===== config.mk =====
export PLATFORM = sky130hd
export DESIGN_NAME = cc_handshake_rx
export DESIGN_NICKNAME = d
export VERILOG_FILES = /design/src/rtl/cc_hs_pkg.sv /design/src/rtl/cc_handshake_rx_sync_bits.sv /design/src/rtl/cc_handshake_rx.sv
export SDC_FILE = /design/constraint.sdc
export NUM_CORES = 1
export LEC_CHECK = 0
export CAP_MARGIN = 20
export CORE_MARGIN = 8
export CORE_UTILIZATION = 49
export CTS_BUF_LIST = sky130_fd_sc_hd__clkbuf_16
export CTS_CLUSTER_SIZE = 12
export DETAILED_ROUTE_END_ITERATION = 10
export PLACE_DENSITY = 0.95
export SLEW_MARGIN = 10
export SYNTH_ARGS = -nofsm -noshare
export SYNTH_HDL_FRONTEND = slang
export SYNTH_SLANG_ARGS = --single-unit

===== constraint.sdc =====
create_clock -name clk -period 2.73 [get_ports clk]
set_input_delay 0.273 -clock clk [delete_from_list [all_inputs] [get_ports clk]]
set_output_delay 0.273 -clock clk [all_outputs]
set_load 0.1 [all_outputs]

===== src/rtl/cc_hs_pkg.sv =====
// Shared types and constants for the cc_handshake_rx receiver and its synchronizer.
package cc_hs_pkg;

  typedef enum logic [1:0] {
    IDLE = 2'd0,
    HOLD = 2'd1,
    ACK  = 2'd2
  } hs_state_e;

  localparam int SYNC_STAGES_MIN = 2;
  localparam int SYNC_STAGES_MAX = 4;

  // Keep an out-of-range stage request inside the legal window.
  function automatic int sync_stages_clamp(input int n);
    if (n < SYNC_STAGES_MIN) begin
      return SYNC_STAGES_MIN;
    end else if (n > SYNC_STAGES_MAX) begin
      return SYNC_STAGES_MAX;
    end else begin
      return n;
    end
  endfunction

endpackage


===== src/rtl/cc_handshake_rx_sync_bits.sv =====
// N-stage single-bit level synchronizer; the output is the last flop of the chain.
module sync_bits #(
  parameter int N = 2
) (
  input  logic clk,
  input  logic rst_n,
  input  logic d,
  output logic q
);

  logic [N-1:0] chain_r;

  // Shift the asynchronous level through the flop chain.
  always_ff @(posedge clk or negedge rst_n) begin
    if (!rst_n) begin
      chain_r <= '0;
    end else begin
      chain_r <= {chain_r[N-2:0], d};
    end
  end

  assign q = chain_r[N-1];

endmodule


===== src/rtl/cc_handshake_rx.sv =====
// Receiving end of a 4-phase req/ack handshake: captures the bundled word into a
// local valid/ready stream and only acknowledges once the word has been consumed.
module cc_handshake_rx
  import cc_hs_pkg::*;
#(
  parameter int DATA_W      = 8,
  parameter int SYNC_STAGES = 2,
  parameter int COUNT_W     = 16
) (
  input  logic               clk,
  input  logic               rst_n,
  input  logic               req_i,
  input  logic [DATA_W-1:0]  data_i,
  output logic               ack_o,
  output logic               out_valid,
  output logic [DATA_W-1:0]  out_data,
  input  logic               out_ready,
  output logic               busy,
  output logic               err_o,
  output logic [COUNT_W-1:0] xfer_count
);

  localparam int SYNC_N = sync_stages_clamp(SYNC_STAGES);

  logic               req_s;
  hs_state_e          state_r, state_s;
  logic               ack_r, ack_s;
  logic               valid_r, valid_s;
  logic [DATA_W-1:0]  data_r, data_s;
  logic               err_r, err_s;
  logic               early_r, early_s;
  logic [COUNT_W-1:0] cnt_r, cnt_s;

  sync_bits #(.N(SYNC_N)) u_req_sync (
    .clk   (clk),
    .rst_n (rst_n),
    .d     (req_i),
    .q     (req_s)
  );

  // State and output registers.
  always_ff @(posedge clk or negedge rst_n) begin
    if (!rst_n) begin
      state_r <= IDLE;
      ack_r   <= 1'b0;
      valid_r <= 1'b0;
      data_r  <= '0;
      err_r   <= 1'b0;
      early_r <= 1'b0;
      cnt_r   <= '0;
    end else begin
      state_r <= state_s;
      ack_r   <= ack_s;
      valid_r <= valid_s;
      data_r  <= data_s;
      err_r   <= err_s;
      early_r <= early_s;
      cnt_r   <= cnt_s;
    end
  end

  // Next-state and next-output logic.
  always_comb begin
    state_s = state_r;
    ack_s   = ack_r;
    valid_s = valid_r;
    data_s  = data_r;
    err_s   = 1'b0;
    early_s = early_r;
    cnt_s   = cnt_r;
    case (state_r)
      IDLE: begin
        // Level-triggered: IDLE is only re-entered after req_s has fallen.
        if (req_s) begin
          data_s  = data_i;
          valid_s = 1'b1;
          early_s = 1'b0;
          state_s = HOLD;
        end else begin
          state_s = IDLE;
        end
      end
      HOLD: begin
        // Sender withdrew req before ack: flag once, still deliver the word.
        if (!req_s && !early_r) begin
          err_s   = 1'b1;
          early_s = 1'b1;
        end else begin
          err_s = 1'b0;
        end
        if (valid_r && out_ready) begin
          valid_s = 1'b0;
          ack_s   = 1'b1;
          cnt_s   = cnt_r + COUNT_W'(1);
          early_s = 1'b0;
          state_s = ACK;
        end else begin
          state_s = HOLD;
        end
      end
      ACK: begin
        if (!req_s) begin
          ack_s   = 1'b0;
          state_s = IDLE;
        end else begin
          state_s = ACK;
        end
      end
      default: begin
        ack_s   = 1'b0;
        valid_s = 1'b0;
        early_s = 1'b0;
        state_s = IDLE;
      end
    endcase
  end

  assign ack_o      = ack_r;
  assign out_valid  = valid_r;
  assign out_data   = data_r;
  assign err_o      = err_r;
  assign xfer_count = cnt_r;
  assign busy       = (state_r != IDLE);

endmodule


==> results of run 1 <==
final cells by class:
cell class                      instances  share of cell area (%)
Sequential cell                        32                    43.4
Multi-Input combinational cell         69                    27.0
Timing Repair Buffer                   40                    17.8
Clock buffer                            5                    6.78
Clock inverter                          3                    2.10
Tap cell                               31                    2.10
Inverter                                4                   0.814
synthesized netlist by cell type:
library cell and instances:
dfrtp_1 32, xnor2_1 11, nand2_1 10, mux2_2 8
nand4_1 5, inv_1 4, nor2_1 4, xor2_1 4
and2_1 3, nand3_1 3, and3_1 2, and4_1 2
nand2b_1 2, nor2b_1 2, a21oi_1 1, a221oi_1 1
a311oi_1 1, a31o_2 1, a31oi_1 1, and4b_2 1
buf_2 1, buf_4 1, buf_6 1, clkbuf_2 1
ha_1 1, nand4b_1 1, nor3_1 1, o21ai_0 1
o2bb2ai_1 1, or2_2 1, or3b_1 1
worst paths after layout:
check                                             end  slack, ns  depth (start not counted)
worst max-delay path                      out_data[5]       0.87                          3
worst min-delay path            u_req_sync.chain_r[1]       0.36                          0
worst max register to register            out_data[5]       0.87                          3
worst min register to register  u_req_sync.chain_r[1]       0.36                          0
max in group asynchronous              xfer_count[14]       2.04                          2
min in group asynchronous       u_req_sync.chain_r[0]       0.40                          2
metal layers:
layer / part of all wire [%] / up-vias
li1: - / 463
met1: 40 / 461
met2: 51 / 26
met3: 6.9 / 6
met4: 1.8 / 0
met5: 0 / -
cells by family (layout without fill, tap and decap cells):
family,count (synthesis),count (layout)
AOI/OAI and AO/OA,7,7
adders and majority gates,1,1
buffers and inverters,8,52
muxes,8,8
DFF,32,32
and+or+nand+nor,38,38
xor gates and xnor gates,15,15
critical path, delay by kind of cell (launching register included):
family,cells,cell delay [ns]
muxes,1,0.41
and+or+nand+nor,2,0.86
DFF,1,0.47
metrics by stage:
step	hold WS (ns)	util [%]	worst slack, ns
2_1_floorplan	-0.0226	-	0.427
3_3_place_gp	0.338	62.6	0.711
3_5_place_dp	0.354	62.6	0.657
4_1_cts	0.366	68.7	0.874
5_1_grt	0.364	68.7	0.738
6_report	0.359	68.7	0.870
state kept, by name, indices dropped and copies added, names as in the netlist:
signal / cells
state_r: 2
out_data: 8
out_valid: 1
ack_o: 1
u_req_sync.chain_r: 2
early_r: 1
err_o: 1
xfer_count: 16
==> metrics.yaml, run 1 <==
outcome: "complete, no violations"
dp_cells: 176
min-delay-start: "u_req_sync.chain_r[0]"
crit_chain: "nor2b_1 -> nor2b_1 -> mux2_2"
grt_pass1_wl_um: 5080
die_area_sq_um: 4670
antenna_found_initial: 0
multi_input_area_sq_um: 498
track_usage_pct: 14.9
post-synth-top-area-fraction_pct: 59.6
drcViolationCount: 0
finalSetupViolCount: 0
hpwl_um: 2230
crit_slowest_cell: "nor2b_1"
met3_usage_pct: 7.69
synthTopCellsByArea: "dfrtp_1 60%, xnor2_1 7.2%, mux2_2 6.7%, nand2_1 2.8%, xor2_1 2.6%"
synthCells: 109
drive_above_1_share_pct: 30.7
ys_types: 31
clockBufferDepth: 2
maxSlewViolCount: 0
clk_latency_ns: 0.28
use_met2_pct: 23.2
antenna-diode-count: 0
critPathMaxStageDelay_ns: 0.59
use_met1_pct: 16.4
synth-compound-area-share_pct: 3.82
critPathRequiredTime_ns: 2.89
maxSlewHeadroom_pct: 56.4
core_area_sq_um: 2690
ios: 40
clock_skew_ns: 0.00544
num_rows: 19
rsz0062_at_grt: "false"
synth_top_area_cell: "dfrtp_1"
rr_startpoint: "state_r[0]"
maxCapViolCount: 0
stdcell_area_sq_um: 1840
post_cts_buffers: 0
fin_crit_ns: 1.86
worstMarginPinSlew_ns: 0.653
start_kind: "flip-flop"
final-hold-violation-count: 0
grt_busiest_layer: "met2"
yosys-mux-area-fraction_pct: 6.71
fin_crit_sh_pct: 68.1
cts-root-buf: "clkbuf_16"
layout.area.seq_sq_um: 801
path_common_cell: "nor2b_1"
crit_path_start: "state_r[0]"
initial_core_util_pct: 50.0
ctsResizeCount: 0
yosysSeqAreaShare_pct: 59.6
antenna_left: 0
drtIter0Drc: 32
layout_commonest_cell: "dfrtp_1"
path_max_fanout: 9
place.gp.congestion: 0.724
cts_buffers: 5
grt_max_degree: 33
ys_ff_latch: 32
synth-adder-area-share_pct: 0.932
avgSynthCellArea_sq_um: 12.3
n_fill_cell: 197
fin_nets: 165
fmax_ghz: 0.538
cts_tree: "built"
synth_fp_nets: 122
overflow: 0
die_h_um: 68.3
place_area_sq_um: 1680
layout_common_cells: "32 x dfrtp_1, 29 x buf_4, 11 x xnor2_1, 11 x clkdlybuf4s50_1, 10 x nand2_1"
layoutNonFillerInstCount: 184
syn_to_final_growth_pct: 37.4
synth_area_sq_um: 1340
worstSetupPathType: "reg -> reg"
ys.warnings.count: 0
cp.arrival_ns: 2.02
routed_wl_um: 2960
hold_buffers: 0
vias: 956
grt_pass1_vias: 1029
htreeDepth: 2
clk_pin_slew_worst_paths_ns: 0.05
viasPerCell: 5.20
clock-sinks: 32
synth-xor-area-share_pct: 9.79
synth-simple-area-share_pct: 15.8
dr.pass1.iters: 4
wl_per_cell_um: 16.1
synth_top_family_by_area: "simple AND/OR/NAND/NOR gates"
hp-class: "reg -> reg"
setup_tns_ns: 0
endpoint_kind: "flip-flop"
portBuffers: 39
die_x_um: 68.3
Power of run 1 is left out: the tool's default activity adds up to more than one toggle a clock period on the data nets, which glitch-free logic cannot reach.
==> run 2: changes to the inputs <==
- CORE_UTILIZATION: 49 -> 46
- PLACE_DENSITY: 0.95 -> 0.9
- clock period: 2.73 -> 1.9 ns (I/O delays scaled with it)
==> run 2 against run 1 <==
Final cell count rose by 1.6%. First-iteration DRC count did not move. Worst setup slack got worse by 0.61 ns. Via count rose by 4.6%. Final area rose by 0.95%. Routed wire length rose by 6.6%. Utilization fell by 1.1 points. Die area rose by 5.0%. Global-route usage fell by 1.4 points. Register-to-register slack got worse by 0.61 ns. Non-clock buffer count rose by 4.
==> metrics.yaml, run 2 (same netlist as run 1, synthesis figures left out) <==
outcome: "complete, no violations"
vias: 1000
hp-class: "in -> async"
antenna-diode-count: 0
die_area_sq_um: 4900
clock_skew_ns: 0.00419
syn_to_final_growth_pct: 38.7
rsz0062_at_grt: "false"
maxSlewHeadroom_pct: 72.9
reg2reg_to: "xfer_count[15]"
rr_startpoint: "state_r[1]"
hpwl_um: 2310
grt_pass1_wl_um: 5270
drtIter0Drc: 32
die_h_um: 70.0
n_fill_cell: 211
reg2reg_slack_ns: 0.26
fin_crit_sh_pct: 86.2
fmax_ghz: 0.611
num_rows: 19
post_cts_buffers: 0
cts_buffers: 5
ios: 40
worstMarginPinSlew_ns: 0.407
portBuffers: 39
clk_latency_ns: 0.28
overflow: 0
clk_pin_slew_worst_paths_ns: 0.05
clockBufferDepth: 2
rr_worst_depth: 4
layoutNonFillerInstCount: 187
core_area_sq_um: 2760
clock-sinks: 32
endpoint_kind: "flip-flop"
grt_pass1_vias: 1092
layout_commonest_cell: "buf_4"
multi_input_area_sq_um: 498
maxSlewViolCount: 0
track_usage_pct: 13.5
die_x_um: 70.0
fin_nets: 169
setup_tns_ns: 0
fin_crit_ns: 1.64
drive_above_1_share_pct: 39.7
viasPerCell: 5.35
ctsResizeCount: 0
dp_cells: 180
cts_tree: "built"
drcViolationCount: 0
path_max_fanout: 10
maxCapViolCount: 0
timing.hold.ws_ns: 0.310
routed_wl_um: 3150
finalSetupViolCount: 0
cts-root-buf: "clkbuf_16"
wl_per_cell_um: 16.9
final-hold-violation-count: 0
hold_buffers: 0
initial_core_util_pct: 48.7
start_kind: "flip-flop"
layout.area.seq_sq_um: 818
grt_max_degree: 33
htreeDepth: 2
place.gp.congestion: 0.752
layout_common_cells: "33 x buf_4, 20 x dfrtp_1, 11 x xnor2_1, 11 x clkdlybuf4s50_1, 11 x dfrtp_2"
critPathRequiredTime_ns: 2.06
cp.arrival_ns: 1.79
antenna_left: 0
largest_reg_flops: 16
dr.pass1.iters: 4
fin_util_pct: 67.5
antenna_found_initial: 0
worstSetupPathType: "reg -> reg"
## run 2: cell types whose count changed in the layout (fill, tap and decap cells not counted)
cell	previous run	this run
buf_4	29	33
bufinv_16	1	0
dfrtp_1	32	20
dfrtp_2	0	11
dfrtp_4	0	1
## run 2: stage by stage
step / cell area, sq um / setup WS [ns]
detailed placement: 1730 / 0.151
global placement: 1730 / 0.216
finish: 1860 / 0.262
CTS: 1860 / 0.275
global route: 1860 / 0.229
floorplan: 1360 / 0.0294
## run 2: worst max-delay path, stage by stage, from the launching register on
cell and delay [ns]:
dfrtp_1 0.47, and4b_2 0.33, and4_1 0.20, or3b_1 0.37, xnor2_1 0.14
## run 2: worst max-delay path by stage
stage / slack, ns / cells after the start / end / start
2_1_floorplan: 0.03 / 5 / xfer_count[15] / xfer_count[5]
3_3_place_gp: 0.22 / 5 / xfer_count[15] / out_ready
3_5_place_dp: 0.15 / 5 / xfer_count[15] / out_ready
4_1_cts: 0.27 / 4 / xfer_count[15] / state_r[1]
5_1_grt: 0.23 / 4 / out_data[1] / state_r[0]
6_report: 0.26 / 4 / xfer_count[15] / state_r[1]
## run 2: area by class of cell
type / instances / area share (%)
inverter: 4 / 0.806
clock inverter: 2 / 0.470
sequential: 32 / 44.0
timing repair buffer: 44 / 19.2
tap: 31 / 2.08
clock buffer: 5 / 6.72
multi-input combinational: 69 / 26.7
## run 2: per-layer routing
| metal | track usage (%) | wire [um] | vias to the layer above |
|---|---|---|---|
| met4 | 6.47 | 39 | 0 |
| li1 | - | - | 463 |
| met3 | 6.21 | 195 | 7 |
| met2 | 22.3 | 1650 | 34 |
| met1 | 14.1 | 1270 | 496 |
| met5 | 0 | 0 | - |
Power of run 2 is left out for the same reason.
